==> src/rtl/event_window_counter_pkg.sv <==
`default_nettype none
// ============================================================================
//  Module      : event_window_counter_pkg
//  Description : Shared definitions for the event window counter. Holds the
//                control state encoding used by the top-level FSM.
//  Revision    : 1.0 - initial release
// ============================================================================
package event_window_counter_pkg;

    localparam int c_STATE_W = 2;

    // Control states of the window counter
    typedef enum logic [c_STATE_W-1:0] {
        S_IDLE   = 2'd0,
        S_COUNT  = 2'd1,
        S_REPORT = 2'd2
    } state_t;

endpackage : event_window_counter_pkg
`default_nettype wire

==> src/rtl/sat_counter.sv <==
`default_nettype none
// ============================================================================
//  Module      : sat_counter
//  Description : Up-counter that stops at all-ones instead of wrapping. A
//                sticky flag records any increment attempted at the maximum.
//  Ports       : clk   - system clock (rising edge)
//                reset - asynchronous active-high reset
//                clear - synchronous clear of count and flag (wins over inc)
//                inc   - increment request for this cycle
//                q     - current count
//                sat   - sticky saturation flag, cleared only by clear/reset
//  Revision    : 1.0 - initial release
// ============================================================================
module sat_counter #(
    parameter int W = 8
) (
    input  logic         clk,
    input  logic         reset,
    input  logic         clear,
    input  logic         inc,
    output logic [W-1:0] q,
    output logic         sat
);

    localparam logic [W-1:0] c_MAX = {W{1'b1}};

    logic [W-1:0] r_q;
    logic         r_sat;

    always_ff @(posedge clk or posedge reset) begin
        if (reset) begin
            r_q   <= '0;
            r_sat <= 1'b0;
        end else if (clear) begin
            r_q   <= '0;
            r_sat <= 1'b0;
        end else if (inc) begin
            if (r_q == c_MAX) begin
                r_sat <= 1'b1;
            end else begin
                r_q <= r_q + W'(1);
            end
        end
    end

    assign q   = r_q;
    assign sat = r_sat;

endmodule : sat_counter
`default_nettype wire

==> src/rtl/event_window_counter.sv <==
`default_nettype none
// ============================================================================
//  Module      : event_window_counter
//  Description : Counts high cycles of the detector pulse over a programmable
//                window of N clocks and reports the count via valid/ready,
//                with a threshold alarm and a saturation flag.
//  Ports       : clk        - system clock (rising edge)
//                reset      - asynchronous active-high reset
//                clr        - synchronous abort back to IDLE, outputs cleared
//                start      - begin a window (sampled only in IDLE)
//                continuous - restart a window right after each handshake
//                win_len    - window length in cycles (0 treated as 1)
//                thresh     - alarm threshold, sampled at window end
//                event_in   - detector pulse, one count per high cycle
//                out_ready  - consumer accepts the report
//                out_valid  - report available
//                out_data   - event count of the completed window
//                alarm      - out_data >= thresh (unsigned)
//                saturated  - count clipped at its maximum during the window
//                busy       - high while counting or reporting
//  Revision    : 1.0 - initial release
// ============================================================================
module event_window_counter
    import event_window_counter_pkg::*;
#(
    parameter int CNT_W = 8,
    parameter int WIN_W = 8
) (
    input  logic             clk,
    input  logic             reset,
    input  logic             clr,
    input  logic             start,
    input  logic             continuous,
    input  logic [WIN_W-1:0] win_len,
    input  logic [CNT_W-1:0] thresh,
    input  logic             event_in,
    input  logic             out_ready,
    output logic             out_valid,
    output logic [CNT_W-1:0] out_data,
    output logic             alarm,
    output logic             saturated,
    output logic             busy
);

    localparam logic [CNT_W-1:0] c_CNT_MAX = {CNT_W{1'b1}};
    localparam logic [WIN_W-1:0] c_WIN_ONE = WIN_W'(1);

    state_t           r_state;
    state_t           w_state_next;
    logic [WIN_W-1:0] r_win_cnt;
    logic             r_out_valid;
    logic [CNT_W-1:0] r_out_data;
    logic             r_alarm;
    logic             r_saturated;

    logic [CNT_W-1:0] w_count;
    logic             w_sat;
    logic [CNT_W-1:0] w_count_next;
    logic             w_sat_next;
    logic             w_count_max;
    logic [WIN_W-1:0] w_win_load;
    logic             w_in_count;
    logic             w_last;
    logic             w_handshake;
    logic             w_load;

    assign w_in_count  = (r_state == S_COUNT);
    assign w_last      = w_in_count && (r_win_cnt == c_WIN_ONE);
    assign w_handshake = (r_state == S_REPORT) && r_out_valid && out_ready;
    // A new window begins from IDLE on start, or back-to-back after a
    // handshake in continuous mode; both clear the count and reload length.
    assign w_load      = ((r_state == S_IDLE) && start) || (w_handshake && continuous);
    assign w_win_load  = (win_len == '0) ? c_WIN_ONE : win_len;

    // The report is captured on the same edge that takes the final sample,
    // so the registered count is one sample behind; fold that sample in here.
    assign w_count_max  = (w_count == c_CNT_MAX);
    assign w_count_next = (event_in && !w_count_max) ? (w_count + CNT_W'(1)) : w_count;
    assign w_sat_next   = w_sat || (event_in && w_count_max);

    sat_counter #(
        .W (CNT_W)
    ) u_event_cnt (
        .clk   (clk),
        .reset (reset),
        .clear (clr || w_load),
        .inc   (w_in_count && event_in),
        .q     (w_count),
        .sat   (w_sat)
    );

    // State register
    always_ff @(posedge clk or posedge reset) begin
        if (reset) begin
            r_state <= S_IDLE;
        end else begin
            r_state <= w_state_next;
        end
    end

    // Next-state logic
    always_comb begin
        w_state_next = r_state;
        case (r_state)
            S_IDLE: begin
                if (start) begin
                    w_state_next = S_COUNT;
                end
            end
            S_COUNT: begin
                if (w_last) begin
                    w_state_next = S_REPORT;
                end
            end
            S_REPORT: begin
                if (w_handshake) begin
                    w_state_next = continuous ? S_COUNT : S_IDLE;
                end
            end
            default: begin
                w_state_next = S_IDLE;
            end
        endcase
        if (clr) begin
            w_state_next = S_IDLE;
        end
    end

    // Window down-counter
    always_ff @(posedge clk or posedge reset) begin
        if (reset) begin
            r_win_cnt <= '0;
        end else if (clr) begin
            r_win_cnt <= '0;
        end else if (w_load) begin
            r_win_cnt <= w_win_load;
        end else if (w_in_count) begin
            r_win_cnt <= r_win_cnt - c_WIN_ONE;
        end
    end

    // Report registers; held stable until the handshake, data held beyond it
    always_ff @(posedge clk or posedge reset) begin
        if (reset) begin
            r_out_valid <= 1'b0;
            r_out_data  <= '0;
            r_alarm     <= 1'b0;
            r_saturated <= 1'b0;
        end else if (clr) begin
            r_out_valid <= 1'b0;
            r_out_data  <= '0;
            r_alarm     <= 1'b0;
            r_saturated <= 1'b0;
        end else if (w_last) begin
            r_out_valid <= 1'b1;
            r_out_data  <= w_count_next;
            r_alarm     <= (w_count_next >= thresh);
            r_saturated <= w_sat_next;
        end else if (w_handshake) begin
            r_out_valid <= 1'b0;
        end
    end

    assign out_valid = r_out_valid;
    assign out_data  = r_out_data;
    assign alarm     = r_alarm;
    assign saturated = r_saturated;
    assign busy      = (r_state != S_IDLE);

endmodule : event_window_counter
`default_nettype wire

==> config.mk <==
export PLATFORM = sky130hd
export DESIGN_NAME = event_window_counter
export DESIGN_NICKNAME = d
export VERILOG_FILES = /design/src/rtl/event_window_counter_pkg.sv /design/src/rtl/sat_counter.sv /design/src/rtl/event_window_counter.sv
export SDC_FILE = /design/constraint.sdc
export NUM_CORES = 1
export LEC_CHECK = 0
export BUFFER_PORTS_ARGS = -buffer_cell sky130_fd_sc_hd__buf_2
export CAP_MARGIN = 5
export CORE_ASPECT_RATIO = 1.1
export CORE_MARGIN = 2
export CORE_UTILIZATION = 55
export DETAILED_ROUTE_END_ITERATION = 8
export HOLD_SLACK_MARGIN = 0.1
export PLACE_DENSITY = 0.8
export RECOVER_POWER = 50
export SLEW_MARGIN = 20
export SYNTH_ARGS = -nofsm -noshare
export SYNTH_HDL_FRONTEND = slang
export SYNTH_SLANG_ARGS = --single-unit
==> constraint.sdc <==
create_clock -name clk -period 3.1 [get_ports clk]
set_input_delay 0.62 -clock clk [delete_from_list [all_inputs] [get_ports clk]]
set_output_delay 0.62 -clock clk [all_outputs]
set_load 0.02 [all_outputs]
==> results of run 1 <==
-- stage by stage --
step                      utilization [%]  power [mW]  cells  instance area [sq um]  hold slack [ns]
after floorplan                         -       0.540    220                   2030            0.516
after global placement               61.0       0.580    293                   2190            0.533
after detailed placement             61.0       0.583    293                   2190            0.541
after CTS                            63.5       0.909    301                   2290            0.410
after global routing                 63.2       0.953    301                   2270            0.579
final                                63.2       0.897    301                   2270            0.554
-- area by class of cell --
cell class                      count  area [sq um]
Fill cell                         309          1320
Multi-Input combinational cell    162          1140
Sequential cell                    30           751
Timing Repair Buffer               36           174
Clock buffer                        7          86.3
Tap cell                           50          62.6
Inverter                           15          56.3
Clock inverter                      1          5.00
-- flip-flops by register name, indices dropped and copies added (netlist names) --
| register | cells |
|---|---|
| alarm | 1 |
| out_data | 8 |
| out_valid | 1 |
| r_state | 2 |
| r_win_cnt | 8 |
| saturated | 1 |
| u_event_cnt.q | 8 |
| u_event_cnt.sat | 1 |
-- worst max-delay path: stages, from the launching register on --
cell      delay, ns
dfrtp_1        0.43
ha_1           0.33
nand4_2        0.19
o21ai_1        0.34
mux2i_1        0.32
inv_1          0.07
ha_1           0.27
o21ai_0        0.14
a21oi_1        0.05
o31ai_1        0.25
a311oi_2       0.14
-- power by group through the flow --
stage	clock network (mW)	logic (mW)	registers [mW]
detailed placement	0	0.148	0.435
finish	0.322	0.147	0.429
global route	0.355	0.168	0.430
floorplan	0	0.105	0.435
CTS	0.332	0.148	0.428
global placement	0	0.145	0.435
-- kinds of logic (layout without fill, tap and decap cells) --
logic type	after synthesis	after routing	synth area share [%]
adders and majority gates	11	11	6.79
DFF	30	30	37.1
AOI/OAI and AO/OA	54	54	21.3
and+or+nand+nor	88	88	24.0
xor gates and xnor gates	6	6	2.59
muxes	3	3	1.61
buffers and inverters	28	59	6.67
-- placed cells by master (no fill, tap or decap), types with 3 or more instances in the layout --
cell	synthesis	layout
nor3_1	6	6
nor4_1	3	3
clkbuf_1	4	8
a211oi_2	4	4
dfrtp_1	30	30
ha_1	11	11
buf_2	3	28
inv_1	15	15
a311oi_1	3	3
nor3b_1	5	5
a211oi_1	6	6
clkbuf_8	0	6
o21ai_0	5	5
a31o_1	3	3
a221o_1	3	3
nor2_1	20	20
nand2_1	18	18
nor2b_1	3	3
a21oi_1	9	9
xor2_1	5	5
or3_1	4	4
a31oi_1	3	3
nand3_1	7	7
-- layer usage --
layer  vias up  global-route usage (%)  wire [um]
met3         6                    6.51        169
met4         0                    6.91         51
li1        864                       -          -
met2        29                    40.5       2090
met1       825                    29.8       1970
met5         -                       0          0
-- worst paths after layout --
kind                                    endpoint  slack [ns]             start  cells past startpoint
worst max-delay path                       alarm        0.43  u_event_cnt.q[0]                     10
worst min-delay path             u_event_cnt.sat        0.55   u_event_cnt.sat                      2
worst max register to register             alarm        0.43  u_event_cnt.q[0]                     10
worst min register to register   u_event_cnt.sat        0.55   u_event_cnt.sat                      2
max in group asynchronous       u_event_cnt.q[3]        1.26             reset                      3
min in group asynchronous             r_state[1]        0.89             reset                      3
-- cells in the mapped netlist (all sizes together) (3+ instances only) --
master  number  share of area, %
a211oi      10               4.7
nor3b        6               2.8
nor3         7               2.0
or2          3              0.93
o21ai        7               1.7
or3          4               1.2
dfrtp       30                37
a21oi        9               2.2
a31o         4               1.7
nand2       19               3.6
nor4         3              0.93
nand3        8               2.2
ha          11               6.8
a311oi       5               2.8
nor2        22               4.3
nor2b        3              0.93
nand4        3               1.2
inv         15               2.8
xor2         5               2.2
buf          9               3.2
a221o        3               1.5
clkbuf       4              0.74
a31oi        3              0.93
==> impl_results.md, run 1 <==
* Initial Util at 56.3%
* Final worst-path cycle share at between 80% and 90%
* Final Hold Viols at 0
* Setup Crit Path Kind: register to register
* Setup TNS at 0 ns
* Drt pass-1 iters at 4
* Post-synthesis sequential area ratio at 37.1%
* Pin count of the biggest net entering global routing at 31
* Mean Syn Cell Area at about 9.2 sq um
* Internal at 0.645 mW
* H-tree depth at 2
* CTS resizes at 0
* Synth Cell Area at between 0.002 and 0.0025 sq mm
* Slew Viols, Final at 31
* Critical Path Sink Type: register
* Tot GR Track Use at about a quarter
* Clock skew at approximately 0.0080 ns
* Cts bufs inserted at 5
* GRT overflow at 0
* Hpwl dp at approximately 3.1 mm
* Clock buffer depth at 2
* Asr flop ratio synth at 100%
* Detailed Route WL at 4.28 mm
* Critical Path AT at between 2 and 3 ns
* Min Clock Period, post-route at around 2.7 ns
* Status: finished with violations
* FMAX at about 0.37 GHz
* Clk pwr share at a little over a third
* Clock sinks at 30
* Combinational fraction of design power at 16.3%
* Layout cells sized above 1 at a little over a fifth
* Residual DRC at 0
* Die Area at 0.00419 sq mm
* Reg power frac at between 40% and 50%
* Initial antenna violation count at 0
* Net count reported at finish at 284
* YS warnings at 0
* Die H at ~68 um
* Max transition margin at -7.98%
* Post-DRT Antenna Nets at 0
* DIE WIDTH at 61.9 um
* Iter 0 DRT Violations at approximately 170
* Syn nets at approximately 250
* Syn Inst Count at 220
* Min-delay worst type: register to register
* IO Port Bufs at 34
* Post-CTS setup buffers at 0
* Clk_lat worst skew at roughly 0.28 ns
* LEAKAGE at roughly 1.1 nW
* Avg WL per Cell at between 10 and 15 um
* Seq cells post-synth at 30
* # diodes at 0
* Setup slack after layout at roughly 0.43 ns
* MaxCap Viol Count at 1
* Library cells used by synthesis at 58
* I/O Pins at 35
* Final count of negative-setup-slack endpoints at 0
* Area grow syn2layout at 12.3%
* Sw power at ~0.25 mW
* Max FO, Critical Path at 8
* First-pass GRT wire length at between 7 and 8 mm
* CTS root buffer: clkbuf_8
* Setup WS pre-CTS at approximately 0.46 ns
* Switch share at 28.0%
* RD Place Congestion at around 0.84
* Post-synth EDFFs at 0
* Via count at about 1.7k
* Hold-fix buffers, CTS at 0
* Core area at between 0.003 and 0.004 sq mm
* RSZ-0062 raised after global routing: no
* Primary FF master, synth: dfrtp_1
* Via count of the first global-routing pass at around 1.7k
* Critical path startpoint category: register
* CTS tree: built
* Worst-path clk slew at 0.06 ns
* Pwr dens at between 300 and 400 mW/mm^2
* # rows at 23
* CP required at 3.24 ns
* Failing checks: max-capacitance violations, max-slew violations
* Routed vias/inst at approximately 5.7
* Max VDD drop at roughly 180 uV
* Worst slew pin tran at 1.62 ns
Power figures use the tool's default switching activity.
==> inputs of run 2 (changes only) <==
==> constraint.sdc (replaced) <==
create_clock -name clk -period 3.1 [get_ports clk]
set_input_delay 0.31 -clock clk [delete_from_list [all_inputs] [get_ports clk]]
set_output_delay 0.31 -clock clk [all_outputs]
set_load 0.02 [all_outputs]
==> run 2 against run 1 <==
Against the previous run: maximum frequency decreased by 2.9%; non-clock buffer count is 1 higher; hold slack worse by 0.27 ns; via count down 1.9%; the flow still finishes with violations (max-capacitance violations, max-slew violations).
==> impl_results.md, run 2 (synthesis results as in run 1) <==
* Slew Viols, Final at 31 (unchanged)
* Residual DRC at 0 (unchanged)
* Core area at 0.00360 sq mm (unchanged)
* CP delay by family, top: compound AO/OA/AOI/OAI gates
* CP required at 3.25 ns (about the same)
* Clock sinks at 30 (unchanged)
* Initial Util at 56.3% (unchanged)
* Setup Crit Path Kind: register to register
* Status: finished with violations
* Final Hold Viols at 0 (unchanged)
* Min-delay worst type: primary input to register
* # diodes at 0 (unchanged)
* Hpwl dp at 3.04 mm (-3.1%)
* DIE WIDTH at 61.9 um (unchanged)
* Final count of negative-setup-slack endpoints at 0 (unchanged)
* Hold-fix buffers, CTS at 1 (+1)
* Tot GR Track Use at 24.0% (-0.039 points)
* Clock buffer depth at 2 (unchanged)
* Post-CTS setup buffers at 0 (unchanged)
* Placed insts at 293 (unchanged)
* Via count at 1691 (-1.9%)
* CP Cell Sequence: ha_1, nand4_2, o21ai_1, mux2i_1, inv_1, ha_1, o21ai_0, a21oi_1, o31ai_1, a311oi_2
* First-pass GRT wire length at 7.38 mm (+0.48%)
* RD Place Congestion at 0.826 (-1.3%)
* Most frequent cells in the layout: dfrtp_1 (30), buf_2 (28), nor2_1 (20)
* Most common cell after layout, fill and taps aside: dfrtp_1
* Cts bufs inserted at 5 (unchanged)
* CTS root buffer: clkbuf_8
* Die H at 67.7 um (unchanged)
* Critical path startpoint category: register
* Max VDD drop at 218 uV (+20%)
* Critical Path AT at 2.89 ns (+0.08 ns)
* Area grow syn2layout at 13.7%
* Iter 0 DRT Violations at 155 (-6.1%)
* RSZ-0062 raised after global routing: no
* Worst slew pin tran at 1.59 ns (-0.0278 ns)
* Net count reported at finish at 285 (+0.35%)
* Fillers at 308 (-0.32%)
* Critical path's largest stage delay at 0.45 ns (+0.02 ns)
* Initial antenna violation count at 0 (unchanged)
* Die Area at 0.00419 sq mm (unchanged)
* IO Port Bufs at 34 (unchanged)
* Hold WS at 0.285 ns (-0.269 ns)
* Seq. cell area at 751 sq um (unchanged)
* Setup TNS at 0 ns (unchanged)
* Failing checks: max-capacitance violations, max-slew violations
* Avg WL per Cell at 14.1 um (-0.89%)
* Clock skew at 0.00432 ns (-0.00365 ns)
* Layout cells sized above 1 at 22.2% (+0.31 points)
* CTS tree: built
* I/O Pins at 35 (unchanged)
* Post-DRT Antenna Nets at 0 (unchanged)
* CP bufs+invs at 1 (unchanged)
* Via count of the first global-routing pass at 1626 (-2.8%)
* H-tree depth at 2 (unchanged)
* Cell mode on critical path: ha_1
* Final Non-Filler Cells at 302 (+0.33%)
* Final worst-path cycle share at 88.6% (+2.6 points)
* Critical path's slowest cell: dfrtp_1
* # rows at 23 (unchanged)
* Worst-path clk slew at 0.07 ns (about the same)
* CTS resizes at 0 (unchanged)
* Routed vias/inst at 5.60 (-2.2%)
* Min Clock Period, post-route at 2.75 ns (+0.0800 ns)
* MaxCap Viol Count at 1 (unchanged)
* Pin count of the biggest net entering global routing at 31 (unchanged)
* Max transition margin at -6.12% (+1.9 points)
* GRT overflow at 0 (unchanged)
* Detailed Route WL at 4.26 mm (-0.56%)
* LEAKAGE at 1.08 nW (+1.3%)
* Pwr dens at 421 mW/mm^2 (+6.7%)
* Clk_lat worst skew at 0.29 ns (about the same)
* Drt pass-1 iters at 4 (unchanged)
* Max FO, Critical Path at 8 (unchanged)
* Multi-input gate area at 0.00114 sq mm (unchanged)
* FMAX at 0.364 GHz (-2.9%)
* Critical Path Sink Type: register
run 2: cell types whose count changed in the layout (fill, tap and decap cells not counted):
cell           delta
dlygate4sd3_1     +1
clkinv_2          +1
clkbuf_1          -1
bufinv_16         +1
clkbuf_8          -1
run 2: report_power, final:
group / switching [mW] / internal, mW
sequential: 0.0193 / 0.409
clock: 0.158 / 0.236
combinational: 0.0877 / 0.0580
run 2: layout make-up:
cell class | instances | area share, %
multi-input combinational | 162 | 49.5
clock inverter | 3 | 1.74
inverter | 15 | 2.45
timing repair buffer | 37 | 7.99
tap | 50 | 2.72
clock buffer | 5 | 2.99
sequential | 30 | 32.6
run 2: worst register-to-register path, stage by stage (launching register included):
cell and delay (ns):
dfrtp_1 0.45, ha_1 0.34, nand4_2 0.20, o21ai_1 0.33, mux2i_1 0.32, inv_1 0.08
ha_1 0.27, o21ai_0 0.18, a21oi_1 0.06, o31ai_1 0.24, a311oi_2 0.13
run 2: per-stage QoR:
| stage | util (%) | power (mW) | setup slack, ns | instance area [sq um] |
|---|---|---|---|---|
| finish | 64.0 | 0.969 | 0.353 | 2300 |
| global route | 64.0 | 1.02 | 0.0826 | 2300 |
| CTS | 64.3 | 0.983 | 0.384 | 2310 |
| detailed placement | 61.0 | 0.582 | 0.412 | 2190 |
| global placement | 61.0 | 0.579 | 0.534 | 2190 |
| floorplan | - | 0.540 | 0.714 | 2030 |
run 2: final timing paths:
| kind | depth (start not counted) | startpoint | slack [ns] | end |
|---|---|---|---|---|
| worst max-delay path | 10 | u_event_cnt.q[0] | 0.35 | alarm |
| worst max register to register | 10 | u_event_cnt.q[0] | 0.35 | alarm |
| worst min register to register | 2 | out_data[2] | 0.56 | out_data[2] |
| min in group asynchronous | 4 | reset | 1.11 | r_state[1] |
| worst min-delay path | 3 | win_len[1] | 0.28 | r_win_cnt[1] |
| max in group asynchronous | 4 | reset | 1.06 | u_event_cnt.q[4] |
run 2: routing by layer:
metal  vias up  track usage [%]  part of all wire (%)
met4         0             9.04                   1.7
met5         -                0                     0
met3         6             5.17                   3.7
met1       790             31.1                    48
met2        34             38.8                    47
li1        861                -                     -
==> inputs of run 3 (changes only) <==
SETUP_SLACK_MARGIN = 0.4   (was unset)
==> run 3 against run 2 <==
Against the previous run: the run still ends with max-capacitance violations, max-slew violations left; critical path depth is the same; core utilization rose by 1.0 points; via count decreased by 0.53%; non-clock buffer count unchanged; count of clock-buffer cells in the layout did not move; register-to-register slack improved by 0.29 ns; combinational power hardly changed; sequential power hardly changed; clock power hardly changed; wire length rose by 0.31%; largest power group unchanged.
==> impl_results.md, run 3 (synthesis results as in run 1) <==
* Worst slew pin tran at 1.59 ns (-0.00102 ns)
* Setup WS pre-CTS at 0.412 ns (unchanged)
* Initial Util at 56.3% (unchanged)
* Core area at 0.00360 sq mm (unchanged)
* Crit path launch: u_event_cnt.q[0]
* Pwr dens at 416 mW/mm^2 (-1.2%)
* Status: finished with violations
* Final Cell Area at 0.00234 sq mm (+1.6%)
* Hold WS at 0.282 ns (-0.00259 ns)
* Most frequent cells in the layout: dfrtp_1 (30), buf_2 (28), nor2_1 (20)
* RD Place Congestion at 0.826 (unchanged)
* H-tree depth at 2 (unchanged)
* Setup slack after layout at 0.647 ns (+0.294 ns)
* Initial antenna violation count at 0 (unchanged)
* Max FO, Critical Path at 8 (unchanged)
* Clk_lat worst skew at 0.29 ns (about the same)
* LEAKAGE at 1.08 nW (+0.38%)
* Iter 0 DRT Violations at 141 (-9.0%)
* Residual DRC at 0 (unchanged)
* R2r worst-path depth at 10 (unchanged)
* IO Port Bufs at 34 (unchanged)
* Detailed Route WL at 4.27 mm (+0.31%)
* Critical path startpoint category: register
* RSZ-0062 raised after global routing: no
* Clock skew at 0.00337 ns (-0.000950 ns)
* DIE WIDTH at 61.9 um (unchanged)
* Worst Setup EP: alarm
* FMAX at 0.408 GHz (+12%)
* Die Area at 0.00419 sq mm (unchanged)
* Power, Total at 0.972 mW (+0.36%)
* Placed insts at 293 (unchanged)
* Layout cells sized above 1 at 23.4% (+1.2 points)
* Min Clock Period, post-route at 2.45 ns (-0.294 ns)
* Avg WL per Cell at 14.1 um (+0.31%)
* Failing checks: max-capacitance violations, max-slew violations
* Worst-path clk slew at 0.07 ns (about the same)
* Slew Viols, Final at 31 (unchanged)
* Worst flop-to-flop path startpoint: u_event_cnt.q[0]
* Routed vias/inst at 5.57 (-0.53%)
* Max VDD drop at 219 uV (+0.27%)
* I/O Pins at 35 (unchanged)
* Final worst-path cycle share at 79.1% (-9.5 points)
* Critical Path AT at 2.60 ns (-0.29 ns)
* Die H at 67.7 um (unchanged)
* Hpwl dp at 3.04 mm (unchanged)
* Tot GR Track Use at 24.0% (unchanged)
* Setup TNS at 0 ns (unchanged)
* # rows at 23 (unchanged)
* Post-DRT Antenna Nets at 0 (unchanged)
* Post-placement cell area at 0.00219 sq mm (unchanged)
* # diodes at 0 (unchanged)
* Cts bufs inserted at 5 (unchanged)
* Layout Utilization at 65.0% (+1.0 points)
* First-pass GRT wire length at 7.38 mm (unchanged)
* Final count of negative-setup-slack endpoints at 0 (unchanged)
* Min-delay worst type: primary input to register
* Max transition margin at -6.06% (+0.068 points)
* Setup Crit Path Kind: register to register
* Drt pass-1 iters at 4 (unchanged)
* Pin count of the biggest net entering global routing at 31 (unchanged)
* Via count at 1682 (-0.53%)
* CTS tree: built
* CTS root buffer: clkbuf_8
* MaxCap Viol Count at 1 (unchanged)
* Net count reported at finish at 285 (unchanged)
* Final Hold Viols at 0 (unchanged)
* Via count of the first global-routing pass at 1626 (unchanged)
* Most common cell after layout, fill and taps aside: dfrtp_1
* Worst r2r dst: alarm
* CP required at 3.25 ns (about the same)
* Final Non-Filler Cells at 302 (unchanged)
* GRT overflow at 0 (unchanged)
* Critical Path Sink Type: register
* Clock sinks at 30 (unchanged)
* Area grow syn2layout at 15.4%
* R2r setup slk at 0.65 ns (+0.29 ns)
* Clock buffer depth at 2 (unchanged)
-- run 3: repair_timing --
| action | 4_1_cts | 5_1_grt |
|---|---|---|
| setup endpoints to repair | 1 | 1 |
| hold endpoints to repair | 30 | 0 |
| hold buffers | 1 | 0 |
| resized for setup | 1 | 5 |
| buffers inserted | 0 | 0 |
| cloned | 0 | 0 |
-- run 3: worst min-delay path by stage --
stage / start / cells past startpoint / slack [ns] / end
finish: win_len[1] / 3 / 0.28 / r_win_cnt[1]
global route: win_len[1] / 3 / 0.30 / r_win_cnt[1]
CTS: win_len[1] / 3 / 0.27 / r_win_cnt[1]
detailed placement: reset / 3 / 0.41 / r_state[1]
global placement: reset / 3 / 0.40 / r_state[1]
floorplan: reset / 1 / 0.40 / alarm
-- run 3: power by group --
| part | switching (mW) | internal (mW) |
|---|---|---|
| clock network | 0.159 | 0.236 |
| logic | 0.0887 | 0.0595 |
| registers | 0.0198 | 0.409 |
| total | 0.267 | 0.705 |
-- run 3: routing by layer --
metal  wire, um  share of wire, %  vias up  global-route usage [%]
met4         73               1.7        0                    9.04
met3        147               3.4        6                    5.17
li1           -                 -      862                       -
met2       2020                47       31                    38.8
met5          0                 0        -                       0
met1       2030                48      783                    31.1
-- run 3: final cells by class --
class | count | area, sq um
multi-input cells | 162 | 1180
clock inverters | 3 | 40.0
clock buffers | 5 | 68.8
flip-flops and latches | 30 | 751
fillers | 299 | 1260
well taps | 50 | 62.6
repair buffers | 37 | 184
inverters | 15 | 56.3
-- run 3: critical path, cell delays in order, from the launching register on --
cell and delay [ns]:
dfrtp_1 0.49, ha_4 0.23, nand4_4 0.14, o21ai_4 0.24, mux2i_2 0.28, inv_1 0.07, ha_1 0.27, o21ai_0 0.17
a21oi_1 0.06, o31ai_1 0.23, a311oi_2 0.13
